==> src/rtl/ysyx_22050078_wbu_pkg.sv <==
// Shared widths, result-source and load funct3 encodings, and FSM states for the write-back unit.
package ysyx_22050078_wbu_pkg;

  localparam int CPU_WIDTH_DEF = 64;
  localparam int REG_ADDRW_DEF = 5;

  localparam logic [1:0] WB_SEL_ALU = 2'd0;
  localparam logic [1:0] WB_SEL_MEM = 2'd1;
  localparam logic [1:0] WB_SEL_PC4 = 2'd2;
  localparam logic [1:0] WB_SEL_CSR = 2'd3;

  localparam logic [2:0] LOAD_LB  = 3'd0;
  localparam logic [2:0] LOAD_LH  = 3'd1;
  localparam logic [2:0] LOAD_LW  = 3'd2;
  localparam logic [2:0] LOAD_LD  = 3'd3;
  localparam logic [2:0] LOAD_LBU = 3'd4;
  localparam logic [2:0] LOAD_LHU = 3'd5;
  localparam logic [2:0] LOAD_LWU = 3'd6;

  typedef enum logic [1:0] {
    ST_IDLE     = 2'd0,
    ST_WAIT_MEM = 2'd1,
    ST_COMMIT   = 2'd2
  } wbu_state_t;

endpackage

==> src/rtl/ysyx_22050078_load_ext.sv <==
// Load data extraction: shift the aligned doubleword down by the byte offset, then size and extend.
module ysyx_22050078_load_ext
  import ysyx_22050078_wbu_pkg::*;
(
  input  logic [63:0] rdata,
  input  logic [2:0]  off,
  input  logic [2:0]  load_type,
  output logic [63:0] ext
);

  logic [5:0]  sh;
  logic [63:0] raw;

  // Bytes shifted in from above bit 63 are zero, so boundary-crossing accesses read zeros there.
  assign sh  = {off, 3'b000};
  assign raw = rdata >> sh;

  always_comb begin
    ext = raw;
    case (load_type)
      LOAD_LB:  ext = {{56{raw[7]}},  raw[7:0]};
      LOAD_LH:  ext = {{48{raw[15]}}, raw[15:0]};
      LOAD_LW:  ext = {{32{raw[31]}}, raw[31:0]};
      LOAD_LBU: ext = {56'd0, raw[7:0]};
      LOAD_LHU: ext = {48'd0, raw[15:0]};
      LOAD_LWU: ext = {32'd0, raw[31:0]};
      default:  ext = raw;
    endcase
  end

endmodule

==> src/rtl/ysyx_22050078_wbu.sv <==
// Write-back unit: accepts one retiring instruction, waits for load data when needed, then drives
// a single-cycle regfile write and commit pulse. Non-loads commit the cycle after accept.
module ysyx_22050078_wbu
  import ysyx_22050078_wbu_pkg::*;
#(
  parameter int CPU_WIDTH = CPU_WIDTH_DEF,
  parameter int REG_ADDRW = REG_ADDRW_DEF
) (
  input  logic                 clk,
  input  logic                 rst,
  input  logic                 i_valid,
  output logic                 o_ready,
  input  logic [CPU_WIDTH-1:0] i_pc,
  input  logic                 i_rd_wen,
  input  logic [REG_ADDRW-1:0] i_rd_addr,
  input  logic [1:0]           i_wb_sel,
  input  logic [CPU_WIDTH-1:0] i_alu_res,
  input  logic [CPU_WIDTH-1:0] i_csr_rdata,
  input  logic [2:0]           i_load_type,
  input  logic                 i_mem_rvalid,
  input  logic [CPU_WIDTH-1:0] i_mem_rdata,
  output logic                 o_wen,
  output logic [REG_ADDRW-1:0] o_waddr,
  output logic [CPU_WIDTH-1:0] o_wdata,
  output logic                 o_commit_valid,
  output logic [CPU_WIDTH-1:0] o_commit_pc,
  output logic                 o_stray_resp
);

  localparam logic [CPU_WIDTH-1:0] PC_STEP = CPU_WIDTH'(4);

  wbu_state_t           state;
  logic [CPU_WIDTH-1:0] pc_q;
  logic                 rd_wen_q;
  logic [REG_ADDRW-1:0] rd_addr_q;
  logic [2:0]           off_q;
  logic [2:0]           load_type_q;

  logic                 accept;
  logic                 new_wen;
  logic                 load_wen;
  logic [CPU_WIDTH-1:0] direct_res;
  logic [CPU_WIDTH-1:0] load_res;

  assign o_ready  = (state == ST_IDLE) | (state == ST_COMMIT);
  assign accept   = i_valid & o_ready;
  assign new_wen  = i_rd_wen & (i_rd_addr != '0);
  assign load_wen = rd_wen_q & (rd_addr_q != '0);

  always_comb begin
    direct_res = i_alu_res;
    case (i_wb_sel)
      WB_SEL_PC4: direct_res = i_pc + PC_STEP;
      WB_SEL_CSR: direct_res = i_csr_rdata;
      default:    direct_res = i_alu_res;
    endcase
  end

  ysyx_22050078_load_ext u_load_ext (
    .rdata     (i_mem_rdata),
    .off       (off_q),
    .load_type (load_type_q),
    .ext       (load_res)
  );

  // Outputs are set on the edge entering COMMIT so they are visible exactly during that cycle.
  always_ff @(posedge clk) begin
    if (rst) begin
      state          <= ST_IDLE;
      pc_q           <= '0;
      rd_wen_q       <= 1'b0;
      rd_addr_q      <= '0;
      off_q          <= 3'd0;
      load_type_q    <= 3'd0;
      o_wen          <= 1'b0;
      o_waddr        <= '0;
      o_wdata        <= '0;
      o_commit_valid <= 1'b0;
      o_commit_pc    <= '0;
      o_stray_resp   <= 1'b0;
    end else begin
      o_wen          <= 1'b0;
      o_commit_valid <= 1'b0;
      o_stray_resp   <= i_mem_rvalid & (state != ST_WAIT_MEM);
      case (state)
        ST_WAIT_MEM: begin
          if (i_mem_rvalid) begin
            state          <= ST_COMMIT;
            o_wen          <= load_wen;
            o_commit_valid <= 1'b1;
            o_commit_pc    <= pc_q;
            if (load_wen) begin
              o_waddr <= rd_addr_q;
              o_wdata <= load_res;
            end
          end
        end
        default: begin
          if (accept) begin
            pc_q        <= i_pc;
            rd_wen_q    <= i_rd_wen;
            rd_addr_q   <= i_rd_addr;
            off_q       <= i_alu_res[2:0];
            load_type_q <= i_load_type;
            if (i_wb_sel == WB_SEL_MEM) begin
              state <= ST_WAIT_MEM;
            end else begin
              state          <= ST_COMMIT;
              o_wen          <= new_wen;
              o_commit_valid <= 1'b1;
              o_commit_pc    <= i_pc;
              if (new_wen) begin
                o_waddr <= i_rd_addr;
                o_wdata <= direct_res;
              end
            end
          end else begin
            state <= ST_IDLE;
          end
        end
      endcase
    end
  end

endmodule

==> config.mk <==
export PLATFORM = sky130hd
export DESIGN_NAME = ysyx_22050078_wbu
export DESIGN_NICKNAME = d
export VERILOG_FILES = /design/src/rtl/ysyx_22050078_wbu_pkg.sv /design/src/rtl/ysyx_22050078_load_ext.sv /design/src/rtl/ysyx_22050078_wbu.sv
export SDC_FILE = /design/constraint.sdc
export NUM_CORES = 1
export LEC_CHECK = 0
export ABC_AREA = 0
export BUFFER_PORTS_ARGS = -buffer_cell sky130_fd_sc_hd__buf_2
export CAP_MARGIN = 5
export CORE_MARGIN = 2
export CORE_UTILIZATION = 25
export CTS_CLUSTER_DIAMETER = 120
export DETAILED_ROUTE_END_ITERATION = 6
export PLACE_DENSITY = 0.48
export SKIP_LAST_GASP = 1
export SYNTH_ARGS = -nofsm -noshare
export SYNTH_HDL_FRONTEND = slang
export SYNTH_HIERARCHICAL = 1
export SYNTH_SLANG_ARGS = --single-unit
==> constraint.sdc <==
create_clock -name clk -period 2.32 [get_ports clk]
set_input_delay 0.464 -clock clk [delete_from_list [all_inputs] [get_ports clk]]
set_output_delay 0.464 -clock clk [all_outputs]
set_load 0.05 [all_outputs]
==> insert_results.sql, run 1 <==
INSERT INTO impl_metrics (metric_group, metric, value, unit) VALUES
('logic_synthesis', 'ys_seq_area_frac', '0.3211', ''),
('global_route', 'via_count_of_the_first_global_routing_pass', '15100', ''),
('power', 'ir_drop', '0.4759', 'mV'),
('drt', 'routed_wirelength', '66.80', 'mm'),
('logic_synthesis', 'synth_flop_cell', 'sky130_fd_sc_hd__dfxtp_1', ''),
('cts', 'cts.htree.levels', '1', ''),
('sta', 'timing_worst_slew_pin_value', '1.023', 'ns'),
('logic_synthesis', 'syn-cell-area', '13340', 'um2'),
('power', 'total_leakage_power', '8.082', 'nW'),
('status', 'outcome', 'complete, but fails checks', ''),
('power', 'power.density', '635.3', 'nW/um2'),
('die', 'core_region_area', '52660', 'um2'),
('cells_and_area', 'finish.utilization', '0.3579', ''),
('cts', 'tritoncts_num_sinks', '214', ''),
('sta', 'timing.final.crit_share', '1.043', ''),
('die', 'floorplan.initialDensity', '0.2534', ''),
('setup_path', 'worstSetupEndpointType', 'register', ''),
('cts', 'cts.clk_slew.worst_paths', '0.06', 'ns'),
('setup_path', 'timing.critical_path.max_delay_family', 'simple AND/OR/NAND/NOR gates', ''),
('cells_and_area', 'fillerInstances', '5596', ''),
('placed_design', 'place.gp.congestion', '0.8980', ''),
('sta', 'final.setup.worst_slack', '-0.09933', 'ns'),
('drt', 'routed_length_per_instance', '22.26', 'um'),
('setup_path', 'worst_path_cell_chain', 'mux2i_1, mux4_2, or4_4, o2111ai_1, nor2_2, nor3_1, a21oi_1, o32ai_1', ''),
('drt', 'drt-initial-drc-count', '1178', ''),
('die', 'placement_rows', '84', ''),
('sta', 'hold_viol', '0', ''),
('die', 'design.die.area', '55230', 'um2'),
('drt', 'drtPass1Iterations', '6', ''),
('cells_and_area', 'synthesis_to_finish_area_growth', '41.25', '%'),
('setup_path', 'setup.reg_to_reg.worst_slack', '-0.1', 'ns'),
('placed_design', 'buffer_ports.inserted', '407', ''),
('drt', 'detail_route.vias_per_cell', '5.218', ''),
('setup_path', 'path_max_fanout', '8', ''),
('min_path', 'min-delay-path-class', 'primary input to register', ''),
('setup_path', 'critPathSlowestCell', 'sky130_fd_sc_hd__mux4_2', ''),
('setup_path', 'timing.critical_path.arrival', '2.86', 'ns'),
('global_route', 'grt_pass1_wl', '97.79', 'mm'),
('min_path', 'worstHoldStart', 'i_pc[0]', ''),
('logic_synthesis', 'synth_seq_cells', '214', ''),
('global_route', 'grt_max_degree', '78', ''),
('logic_synthesis', 'netlist.area_leader.share', '0.3211', ''),
('drt', 'antenna_left', '0', ''),
('cts', 'tritoncts', 'done', ''),
('logic_synthesis', 'synth_edf_count', '0', ''),
('sta', 'achievable-frequency', '413.3', 'MHz'),
('cts', 'cts-root-to-sink-buffers', '3', ''),
('die', 'die_width', '235.0', 'um'),
('die', 'top_level_ports', '408', ''),
('cts', 'cts-buffers-inserted', '27', ''),
('cells_and_area', 'nets', '2561', ''),
('job', 'max_cap_viol_count', '0', ''),
('logic_synthesis', 'synth_area_leader_cell', 'sky130_fd_sc_hd__dfxtp_1', ''),
('sta', 'final.hold.worst_slack', '0.1845', 'ns'),
('sta', 'slew_headroom', '0.3178', ''),
('cells_and_area', 'multi_input_area', '8374', 'um2'),
('drt', 'detail_route.drc_violations', '0', ''),
('die', 'die_h', '235.0', 'um'),
('sta', 'slew_viol_final', '0', ''),
('logic_synthesis', 'yosys_warnings', '6', ''),
('cells_and_area', 'regArea', '4289', 'um2'),
('sta', 'finalClockSkew', '0.02219', 'ns'),
('cells_and_area', 'drive_above_1_share', '0.3465', ''),
('logic_synthesis', 'synth_area_per_cell', '7.572', 'um2'),
('drt', 'vias_after_detailed_routing', '15660', ''),
('cts', 'clock_tree.root_cell', 'sky130_fd_sc_hd__clkbuf_16', ''),
('status', 'violations', 'setup timing', ''),
('logic_synthesis', 'yosys-top-cells-area', 'sky130_fd_sc_hd__dfxtp_1, sky130_fd_sc_hd__nand2_1, sky130_fd_sc_hd__mux4_2', ''),
('logic_synthesis', 'yosys.cell_count.top_type', 'sky130_fd_sc_hd__nand2_1', ''),
('logic_synthesis', 'ys_async_sr_fraction', '0', ''),
('sta', 'total_of_endpoints_with_negative_setup_slack_in_the_final_report', '44', '');
==> placed cells by master, fill, tap and decap left out, types with 5 or more instances in the layout <==
cell	Yosys	final
sky130_fd_sc_hd__nand2_1	416	415
sky130_fd_sc_hd__buf_2	25	406
sky130_fd_sc_hd__buf_4	0	246
sky130_fd_sc_hd__dfxtp_1	214	212
sky130_fd_sc_hd__a21oi_1	133	133
sky130_fd_sc_hd__nor2_1	129	119
sky130_fd_sc_hd__o21ai_0	85	77
sky130_fd_sc_hd__a311oi_1	71	71
sky130_fd_sc_hd__nand4_1	53	53
sky130_fd_sc_hd__mux2i_1	45	45
sky130_fd_sc_hd__nand3_1	39	38
sky130_fd_sc_hd__nor3_1	32	31
sky130_fd_sc_hd__a221oi_1	31	31
sky130_fd_sc_hd__mux4_2	31	31
sky130_fd_sc_hd__xor2_1	27	27
sky130_fd_sc_hd__clkbuf_16	0	27
sky130_fd_sc_hd__nor4_1	22	22
sky130_fd_sc_hd__and3_1	22	22
sky130_fd_sc_hd__buf_12	0	21
sky130_fd_sc_hd__xnor2_1	20	20
sky130_fd_sc_hd__a221o_1	17	17
sky130_fd_sc_hd__a211oi_1	15	15
sky130_fd_sc_hd__o21ai_1	7	14
sky130_fd_sc_hd__o32ai_1	14	14
sky130_fd_sc_hd__inv_1	10	10
sky130_fd_sc_hd__and4_1	10	10
sky130_fd_sc_hd__nor2b_1	12	10
sky130_fd_sc_hd__nor2_2	1	9
sky130_fd_sc_hd__o211ai_1	9	9
sky130_fd_sc_hd__and2_1	8	8
sky130_fd_sc_hd__o2bb2ai_1	8	8
sky130_fd_sc_hd__or3_1	7	7
sky130_fd_sc_hd__clkbuf_8	0	7
sky130_fd_sc_hd__a21o_1	6	6
sky130_fd_sc_hd__nand3_2	5	6
sky130_fd_sc_hd__o31ai_1	5	5
sky130_fd_sc_hd__clkbuf_1	131	5
sky130_fd_sc_hd__mux2_2	5	5
sky130_fd_sc_hd__o2111ai_1	6	5
==> kinds of logic (layout without fill, tap and decap cells) <==
kind of cell	Yosys count	after routing	synth area share
buffers and inverters	192	738	0.06030
AO/OA/AOI/OAI	438	439	0.2232
adder cells (fa/ha/maj)	1	1	0.0009377
multiplexers	81	81	0.09031
other	0	4	0
XOR/XNOR	47	47	0.03085
AND/OR/NAND/NOR	789	789	0.2733
flip-flops	214	214	0.3211
==> sequential cells by signal, indices dropped and copies added (netlist names), 2 cells and up <==
| signal | flops |
|---|---|
| state | 2 |
| o_waddr | 5 |
| o_commit_pc | 64 |
| off_q | 3 |
| rd_addr_q | 5 |
| load_type_q | 3 |
| pc_q | 64 |
| o_wdata | 64 |
==> timing repair <==
action	in CTS	in global routing
gates cloned	0	1
pin swaps	5	4
endpoints found under the setup margin	51	61
hold buffers	0	0
resized for setup	19	4
buffers inserted	1	1
==> layout make-up <==
class                      count  area share
inverter                      13    0.002589
tap                          688     0.04568
antenna                        4   0.0005312
clock buffer                  39     0.04196
timing repair buffer         676      0.2299
clock inverter                10    0.007304
sequential                   214      0.2276
multi-input combinational   1357      0.4444
==> report_power, final <==
part | leakage [nW] | switching, mW | internal [mW] | total (mW)
Sequential | 1.76 | 0.154 | 3.94 | 4.09
Clock | 0.452 | 1.75 | 2.69 | 4.44
Combinational | 5.87 | 2.22 | 1.22 | 3.44
Total | 8.08 | 4.12 | 7.85 | 12.0
==> per-stage QoR <==
step                      setup TNS [ns]  instances  instance area [um2]
after floorplan                 -0.06520       1762                13400
after global placement            -14.68       2945                17830
after detailed placement          -18.44       2945                17830
after CTS                         -1.268       2995                18800
after global routing              -6.436       3000                18840
final                             -1.769       3001                18840
==> layer usage <==
metal  part of all wire  wire length, um  up-vias  track usage
met4              0.028             1864        6      0.06943
li1                   -                -     7480            -
met2               0.45            30130      574       0.3619
met3              0.058             3859       94      0.03677
met5            0.00060               40        -            0
met1               0.46            30910     7505       0.3211
==> worst paths after layout <==
kind	endpoint	depth (start not counted)
worst min register to register	o_wdata[45]	2
worst min-delay path	pc_q[0]	3
worst max-delay path	o_wdata[49]	8
worst max register to register	o_wdata[49]	8
==> tightest hold or removal path: stages <==
cell and delay, ns:
sky130_fd_sc_hd__buf_2 0.11, sky130_fd_sc_hd__nand2_1 0.05, sky130_fd_sc_hd__a21oi_1 0.05
No activity file was read; power rests on OpenSTA's default activity.
==> inputs of run 2 (changes only) <==
--- a/config.mk
+++ b/config.mk
@@ -10,8 +10,10 @@
 export CAP_MARGIN = 5
 export CORE_MARGIN = 2
 export CORE_UTILIZATION = 25
+export CTS_BUF_LIST = sky130_fd_sc_hd__clkbuf_8
 export CTS_CLUSTER_DIAMETER = 120
 export DETAILED_ROUTE_END_ITERATION = 6
+export HOLD_SLACK_MARGIN = 0.08
 export PLACE_DENSITY = 0.48
 export SKIP_LAST_GASP = 1
 export SYNTH_ARGS = -nofsm -noshare
==> run 2 against run 1 <==
  * The run still ends with setup timing left
  * Via count is 1.8% higher
  * Core utilization is 0.49 points higher
  * First-iteration DRC count fell by 5.5%
  * Maximum frequency decreased by 2.0%
  * Final area up 1.4%
  * Sequential power about the same
  * Count of clock-buffer cells in the layout increased by 13
  * Sequential cell count unchanged
  * Final cell count up 1.4%
  * Register-to-register slack got worse by 0.05 ns
  * Critical endpoint is now o_wdata[52]
==> insert_results.sql, run 2 (synthesized netlist as in run 1, its figures left out) <==
INSERT INTO impl_metrics (metric_group, metric, value, unit) VALUES
('power', 'p_sw_frac', '0.3592', ''),
('cells_and_area', 'fin_cells', '3043', ''),
('sta', 'finalClockSkew', '0.03997', 'ns'),
('sta', 'slew_headroom', '0.3522', ''),
('placed_design', 'placed_area', '17830', 'um2'),
('drt', 'vias_after_detailed_routing', '15940', ''),
('setup_path', 'path_max_fanout', '5', ''),
('global_route', 'via_count_of_the_first_global_routing_pass', '15250', ''),
('drt', 'routed_wirelength', '67.81', 'mm'),
('drt', 'drt-initial-drc-count', '1113', ''),
('global_route', 'leftover_overflow_at_the_end_of_global_routing', '0', ''),
('power', 'power.density', '620.8', 'nW/um2'),
('global_route', 'grt_pass1_wl', '98.59', 'mm'),
('min_path', 'worst_hold_path_ep', 'pc_q[23]', ''),
('cells_and_area', 'mostFrequentLayoutCells', 'sky130_fd_sc_hd__nand2_1, sky130_fd_sc_hd__buf_2, sky130_fd_sc_hd__buf_4', ''),
('min_path', 'min-delay-path-class', 'primary input to register', ''),
('cts', 'cts-buffers-inserted', '43', ''),
('sta', 'timing_worst_slew_pin_value', '0.9717', 'ns'),
('cells_and_area', 'layout.cell_area.non_filler', '19100', 'um2'),
('sta', 'final.setup.worst_slack', '-0.1481', 'ns'),
('cts', 'tritoncts', 'done', ''),
('setup_path', 'worstReg2RegStart', 'off_q[1]', ''),
('status', 'violations', 'setup timing', ''),
('cells_and_area', 'nets', '2591', ''),
('placed_design', 'buffer_ports.inserted', '407', ''),
('drt', 'detail_route.vias_per_cell', '5.237', ''),
('drt', 'routed_length_per_instance', '22.28', 'um'),
('cells_and_area', 'layout_top_registers', 'o_commit_pc x64, o_wdata x64, pc_q x64', ''),
('global_route', 'gr_util_all_layers', '0.2321', ''),
('cts', 'cts.htree.levels', '2', ''),
('cells_and_area', 'final_common_cell', 'sky130_fd_sc_hd__nand2_1', ''),
('cts', 'post_cts_hold_buffer_count', '0', ''),
('cells_and_area', 'drive_above_1_share', '0.3609', ''),
('job', 'max_cap_viol_count', '0', ''),
('die', 'floorplan.initialDensity', '0.2534', ''),
('setup_path', 'crit-reg2reg-capture', 'o_wdata[52]', ''),
('cts', 'cts-root-to-sink-buffers', '3', ''),
('drt', 'detail_route.drc_violations', '0', ''),
('setup_path', 'crit_type', 'register to register', ''),
('sta', 'total_of_endpoints_with_negative_setup_slack_in_the_final_report', '43', ''),
('cts', 'clock_tree.root_cell', 'sky130_fd_sc_hd__clkbuf_8', ''),
('die', 'core_region_area', '52660', 'um2'),
('die', 'design.die.area', '55230', 'um2'),
('placed_design', 'place.gp.congestion', '0.8980', ''),
('power', 'p_clk_frac', '0.354', ''),
('sta', 'hold_viol', '0', ''),
('cells_and_area', 'finish.utilization', '0.3628', ''),
('setup_path', 'critical_path_required', '2.83', 'ns'),
('setup_path', 'setup.reg_to_reg.worst_slack', '-0.15', 'ns'),
('sta', 'achievable-frequency', '405.2', 'MHz'),
('power', 'p_int', '7.600', 'mW'),
('global_route', 'antenna_found_initial', '8', ''),
('die', 'die_width', '235.0', 'um'),
('setup_path', 'reg2reg_path_depth', '9', ''),
('min_path', 'worstHoldStart', 'i_pc[23]', ''),
('power', 'total_leakage_power', '8.268', 'nW'),
('cts', 'insertion_delay', '0.61', 'ns'),
('die', 'top_level_ports', '408', ''),
('power', 'ir_drop', '0.2880', 'mV'),
('placed_design', 'preCtsSetupSlack', '-0.4398', 'ns'),
('placed_design', 'hpwlAfterDp', '51.99', 'mm'),
('min_path', 'worst_hold_path.num_cells', '3', ''),
('drt', 'antenna_left', '0', ''),
('cts', 'tritoncts_num_sinks', '214', ''),
('die', 'placement_rows', '84', ''),
('sta', 'timing.final.crit_share', '1.064', ''),
('global_route', 'grt_max_degree', '78', ''),
('setup_path', 'worstSetupEndpointType', 'register', ''),
('cts', 'cts.clk_slew.worst_paths', '0.06', 'ns'),
('setup_path', 'start_kind', 'register', ''),
('die', 'die_h', '235.0', 'um'),
('placed_design', 'dp.cells', '2945', ''),
('setup_path', 'timing.critical_path.arrival', '2.98', 'ns'),
('drt', 'drtPass1Iterations', '5', ''),
('sta', 'slew_viol_final', '0', ''),
('status', 'outcome', 'complete, but fails checks', ''),
('sta', 'unrepaired_setup_endpoints_after_global_routing', 'true', ''),
('power', 'p_switching', '4.260', 'mW'),
('power', 'combPwrFrac', '0.300', ''),
('power', 'power.sequential.fraction', '0.345', ''),
('cells_and_area', 'synthesis_to_finish_area_growth', '43.19', '%'),
('sta', 'period_minus_slack', '2.468', 'ns');
[run 2: power groups by stage]
stage	Sequential, mW	Combinational, mW	Clock [mW]
floorplan	4.77	1.32	0
global placement	4.17	3.38	0
detailed placement	4.17	3.41	0
CTS	4.10	3.43	4.31
global route	4.12	3.78	4.46
finish	4.10	3.56	4.20
[run 2: timing repair]
action                                  CTS  global route
hold endpoints to repair                  0             0
gates resized for setup                  14            28
cloned                                    0             8
pin swaps                                 4            20
endpoints found under the setup margin   50            61
buffers inserted                          1             8
[run 2: per-stage QoR]
stage / total power, mW / setup TNS (ns) / hold WS, ns
floorplan: 6.084 / -0.06520 / 0.4329
global placement: 7.548 / -14.68 / 0.4333
detailed placement: 7.581 / -18.44 / 0.4370
CTS: 11.84 / -1.208 / 0.09149
global route: 12.37 / -7.308 / 0.1213
finish: 11.86 / -2.517 / 0.1369
[run 2: area by class of cell]
type	count	area [um2]
antenna	5	12.51
clock buffer	52	715.7
clock inverter	24	185.2
fill	5589	33550
inverter	13	48.80
multi-input combinational	1358	8467
sequential	214	4289
tap	688	860.8
timing repair buffer	689	4524
[run 2: worst max-delay path by stage]
stage	slack [ns]	start	end	cells past startpoint
2_1_floorplan	-0.05	i_pc[37]	o_wdata[59]	8
3_3_place_gp	-0.44	i_pc[11]	o_wdata[59]	8
3_5_place_dp	-0.44	i_pc[11]	o_wdata[59]	8
4_1_cts	-0.08	off_q[1]	o_wdata[49]	10
5_1_grt	-0.24	off_q[1]	o_wdata[53]	10
6_report	-0.15	off_q[1]	o_wdata[52]	9
[run 2: layer usage]
layer / track usage / share of wire
met3: 0.04547 / 0.065
met2: 0.3698 / 0.45
met5: 0 / 0.00062
met1: 0.3202 / 0.46
met4: 0.05926 / 0.024
[run 2: critical path, stage by stage (launching register included)]
cell and delay, ns:
sky130_fd_sc_hd__dfxtp_4 0.38, sky130_fd_sc_hd__mux2i_1 0.16, sky130_fd_sc_hd__mux4_2 0.52, sky130_fd_sc_hd__buf_4 0.17, sky130_fd_sc_hd__or4_4 0.47, sky130_fd_sc_hd__o2111ai_1 0.20
sky130_fd_sc_hd__nor2_1 0.14, sky130_fd_sc_hd__nor3_1 0.20, sky130_fd_sc_hd__a21oi_1 0.06, sky130_fd_sc_hd__o32ai_1 0.11
==> inputs of run 3 (changes only) <==
--- a/config.mk
+++ b/config.mk
@@ -9,12 +9,12 @@
 export BUFFER_PORTS_ARGS = -buffer_cell sky130_fd_sc_hd__buf_2
 export CAP_MARGIN = 5
 export CORE_MARGIN = 2
-export CORE_UTILIZATION = 25
+export CORE_UTILIZATION = 43
 export CTS_BUF_LIST = sky130_fd_sc_hd__clkbuf_8
 export CTS_CLUSTER_DIAMETER = 120
 export DETAILED_ROUTE_END_ITERATION = 6
 export HOLD_SLACK_MARGIN = 0.08
-export PLACE_DENSITY = 0.48
+export PLACE_DENSITY = 0.73
 export SKIP_LAST_GASP = 1
 export SYNTH_ARGS = -nofsm -noshare
 export SYNTH_HDL_FRONTEND = slang
==> run 3 against run 2 <==
  * Maximum frequency up 0.99%
  * Combinational power fell by 4%
  * Critical path depth grew 1
  * The run still ends with setup timing left
  * Clock skew fell by 0.024 ns
==> insert_results.sql, run 3 (synthesized netlist as in run 1, its figures left out) <==
INSERT INTO impl_metrics (metric_group, metric, value, unit) VALUES
('sta', 'slew_viol_final', '0', ''),
('cells_and_area', 'synthesis_to_finish_area_growth', '35.37', '%'),
('min_path', 'min-delay-path-class', 'primary input to register', ''),
('sta', 'hold_viol', '0', ''),
('power', 'ir_drop', '0.2726', 'mV'),
('setup_path', 'critPathSlowestCell', 'sky130_fd_sc_hd__mux4_2', ''),
('cts', 'cts-root-to-sink-buffers', '3', ''),
('placed_design', 'dp.cells', '2586', ''),
('drt', 'drtPass1Iterations', '6', ''),
('status', 'violations', 'setup timing', ''),
('drt', 'detail_route.drc_violations', '0', ''),
('setup_path', 'crit-reg2reg-capture', 'o_wdata[27]', ''),
('cts', 'tritoncts', 'done', ''),
('setup_path', 'worstReg2RegStart', 'off_q[1]', ''),
('setup_path', 'cp_slowest_stage_delay', '0.50', 'ns'),
('placed_design', 'buffer_ports.inserted', '407', ''),
('sta', 'timing_worst_slew_pin_value', '0.9291', 'ns'),
('sta', 'final.setup.worst_slack', '-0.1240', 'ns'),
('die', 'floorplan.initialDensity', '0.4362', ''),
('cts', 'clock_tree.root_cell', 'sky130_fd_sc_hd__clkbuf_8', ''),
('die', 'design.die.area', '32450', 'um2'),
('cts', 'insertion_delay', '0.53', 'ns'),
('cells_and_area', 'finish.utilization', '0.5904', ''),
('setup_path', 'start_kind', 'register', ''),
('global_route', 'grt_pass1_wl', '86.46', 'mm'),
('die', 'core_region_area', '30590', 'um2'),
('die', 'die_width', '180.1', 'um'),
('cts', 'cts-buffers-inserted', '37', ''),
('die', 'top_level_ports', '408', ''),
('setup_path', 'reg2reg_path_depth', '10', ''),
('sta', 'finalClockSkew', '0.01645', 'ns'),
('setup_path', 'path_max_fanout', '6', ''),
('cells_and_area', 'multi_input_area', '8388', 'um2'),
('setup_path', 'timing.critical_path.arrival', '2.87', 'ns'),
('drt', 'routed_wirelength', '58.93', 'mm'),
('drt', 'detail_route.vias_per_cell', '6.024', ''),
('power', 'power.density', '598.2', 'nW/um2'),
('status', 'outcome', 'complete, but fails checks', ''),
('drt', 'drt-initial-drc-count', '1782', ''),
('drt', 'routed_length_per_instance', '22.10', 'um'),
('cts', 'tritoncts_num_sinks', '214', ''),
('setup_path', 'worst_setup_path_startpoint', 'off_q[1]', ''),
('setup_path', 'crit_type', 'register to register', ''),
('cells_and_area', 'regArea', '4292', 'um2'),
('sta', 'slew_headroom', '0.3806', ''),
('cells_and_area', 'drive_above_1_share', '0.3330', ''),
('setup_path', 'setup.reg_to_reg.worst_slack', '-0.12', 'ns'),
('power', 'total_leakage_power', '7.870', 'nW'),
('setup_path', 'endpoint', 'o_wdata[27]', ''),
('sta', 'period_minus_slack', '2.444', 'ns'),
('sta', 'timing.final.crit_share', '1.053', ''),
('cells_and_area', 'nets', '2521', ''),
('placed_design', 'preCtsSetupSlack', '-0.3595', 'ns'),
('setup_path', 'worst_path_cell_chain', 'mux2i_1, mux4_2, or4_4, buf_12, clkbuf_16, nand3_1, nor2_1, nor3_1, a21oi_1, o32ai_1', ''),
('cts', 'cts.htree.levels', '2', ''),
('global_route', 'leftover_overflow_at_the_end_of_global_routing', '0', ''),
('cells_and_area', 'fillerInstances', '2904', ''),
('placed_design', 'place.gp.congestion', '0.9751', ''),
('global_route', 'via_count_of_the_first_global_routing_pass', '14640', ''),
('sta', 'achievable-frequency', '409.2', 'MHz'),
('die', 'placement_rows', '64', ''),
('cells_and_area', 'mostFrequentLayoutCells', 'sky130_fd_sc_hd__nand2_1, sky130_fd_sc_hd__buf_2, sky130_fd_sc_hd__dfxtp_1', ''),
('global_route', 'antenna_found_initial', '1', ''),
('sta', 'unrepaired_setup_endpoints_after_global_routing', 'true', ''),
('global_route', 'grt_max_degree', '165', ''),
('cts', 'cts.clk_slew.worst_paths', '0.06', 'ns'),
('global_route', 'gr_util_all_layers', '0.3367', ''),
('drt', 'vias_after_detailed_routing', '16070', ''),
('sta', 'setup_tns', '-2.090', 'ns'),
('cells_and_area', 'final_common_cell', 'sky130_fd_sc_hd__nand2_1', ''),
('placed_design', 'hpwlAfterDp', '43.41', 'mm'),
('job', 'max_cap_viol_count', '0', ''),
('sta', 'total_of_endpoints_with_negative_setup_slack_in_the_final_report', '40', ''),
('setup_path', 'critical_path_required', '2.75', 'ns'),
('die', 'die_h', '180.1', 'um'),
('drt', 'antenna_left', '0', ''),
('cells_and_area', 'fin_cells', '2667', ''),
('setup_path', 'worstSetupEndpointType', 'register', ''),
('cells_and_area', 'layout_top_registers', 'o_commit_pc x64, o_wdata x64, pc_q x64', '');
==> run 3: cell types whose count changed in the layout (fill, tap and decap cells not counted), sizes merged, moves of 2 or more <==
| cell | before | now |
|---|---|---|
| diode | 5 | 1 |
| buf | 685 | 619 |
| clkinv | 12 | 8 |
| bufinv | 3 | 1 |
| clkbuf | 56 | 48 |
==> run 3: report_power, final <==
group / leakage (nW) / internal (mW) / switching (mW)
Clock: 0.386 / 1.72 / 1.57
Sequential: 1.76 / 3.94 / 0.160
Combinational: 5.72 / 1.23 / 2.18
==> run 3: area by class of cell <==
cell class / count / share of cell area
inverters: 13 / 0.002702
multi-input cells: 1357 / 0.4645
clock inverters: 19 / 0.006235
well taps: 396 / 0.02744
flip-flops and latches: 214 / 0.2376
repair buffers: 626 / 0.2302
diodes: 1 / 0.0001386
clock buffers: 41 / 0.03125
==> run 3: worst min path at each step <==
| stage | startpoint | endpoint | slack, ns | cells after the start |
|---|---|---|---|---|
| after floorplan | rd_wen_q | rd_wen_q | 0.43 | 2 |
| after global placement | o_wdata[37] | o_wdata[37] | 0.43 | 2 |
| after detailed placement | o_wdata[32] | o_wdata[32] | 0.44 | 2 |
| after CTS | i_load_type[2] | load_type_q[2] | 0.16 | 3 |
| after global routing | i_load_type[0] | load_type_q[0] | 0.17 | 3 |
| final | i_load_type[1] | load_type_q[1] | 0.18 | 3 |
==> run 3: critical path: cells and delay by family (launching register included) <==
| kind | cells | cell delay [ns] |
|---|---|---|
| AOI/OAI and AO/OA | 2 | 0.17 |
| muxes | 2 | 0.65 |
| and+or+nand+nor | 4 | 0.83 |
| DFF | 1 | 0.38 |
| buffers and inverters | 2 | 0.31 |
==> run 3: routing by layer <==
metal,GRT usage,routed length (um),up-vias
met4,0.09774,1838,0
met2,0.5474,27260,895
met3,0.05214,5216,107
met5,0,0,-
li1,-,-,7396
met1,0.4629,24610,7668
==> run 3: stage by stage <==
| stage | hold slack [ns] | instance area (um2) | total power [mW] |
|---|---|---|---|
| 3_3_place_gp | 0.4318 | 16990 | 7.340 |
| 5_1_grt | 0.1743 | 18060 | 11.23 |
| 6_report | 0.1757 | 18060 | 10.80 |
| 4_1_cts | 0.1623 | 17710 | 10.69 |
| 2_1_floorplan | 0.4329 | 13400 | 6.084 |
| 3_5_place_dp | 0.4408 | 16990 | 7.387 |
==> run 3: timing repair <==
action | CTS | global route
endpoints found under the hold margin | 0 | 0
cloned | 1 | 9
resized for setup | 2 | 33
hold buffers | 0 | 0
endpoints found under the setup margin | 26 | 57
pin swaps | 13 | 11
setup buffers | 1 | 9
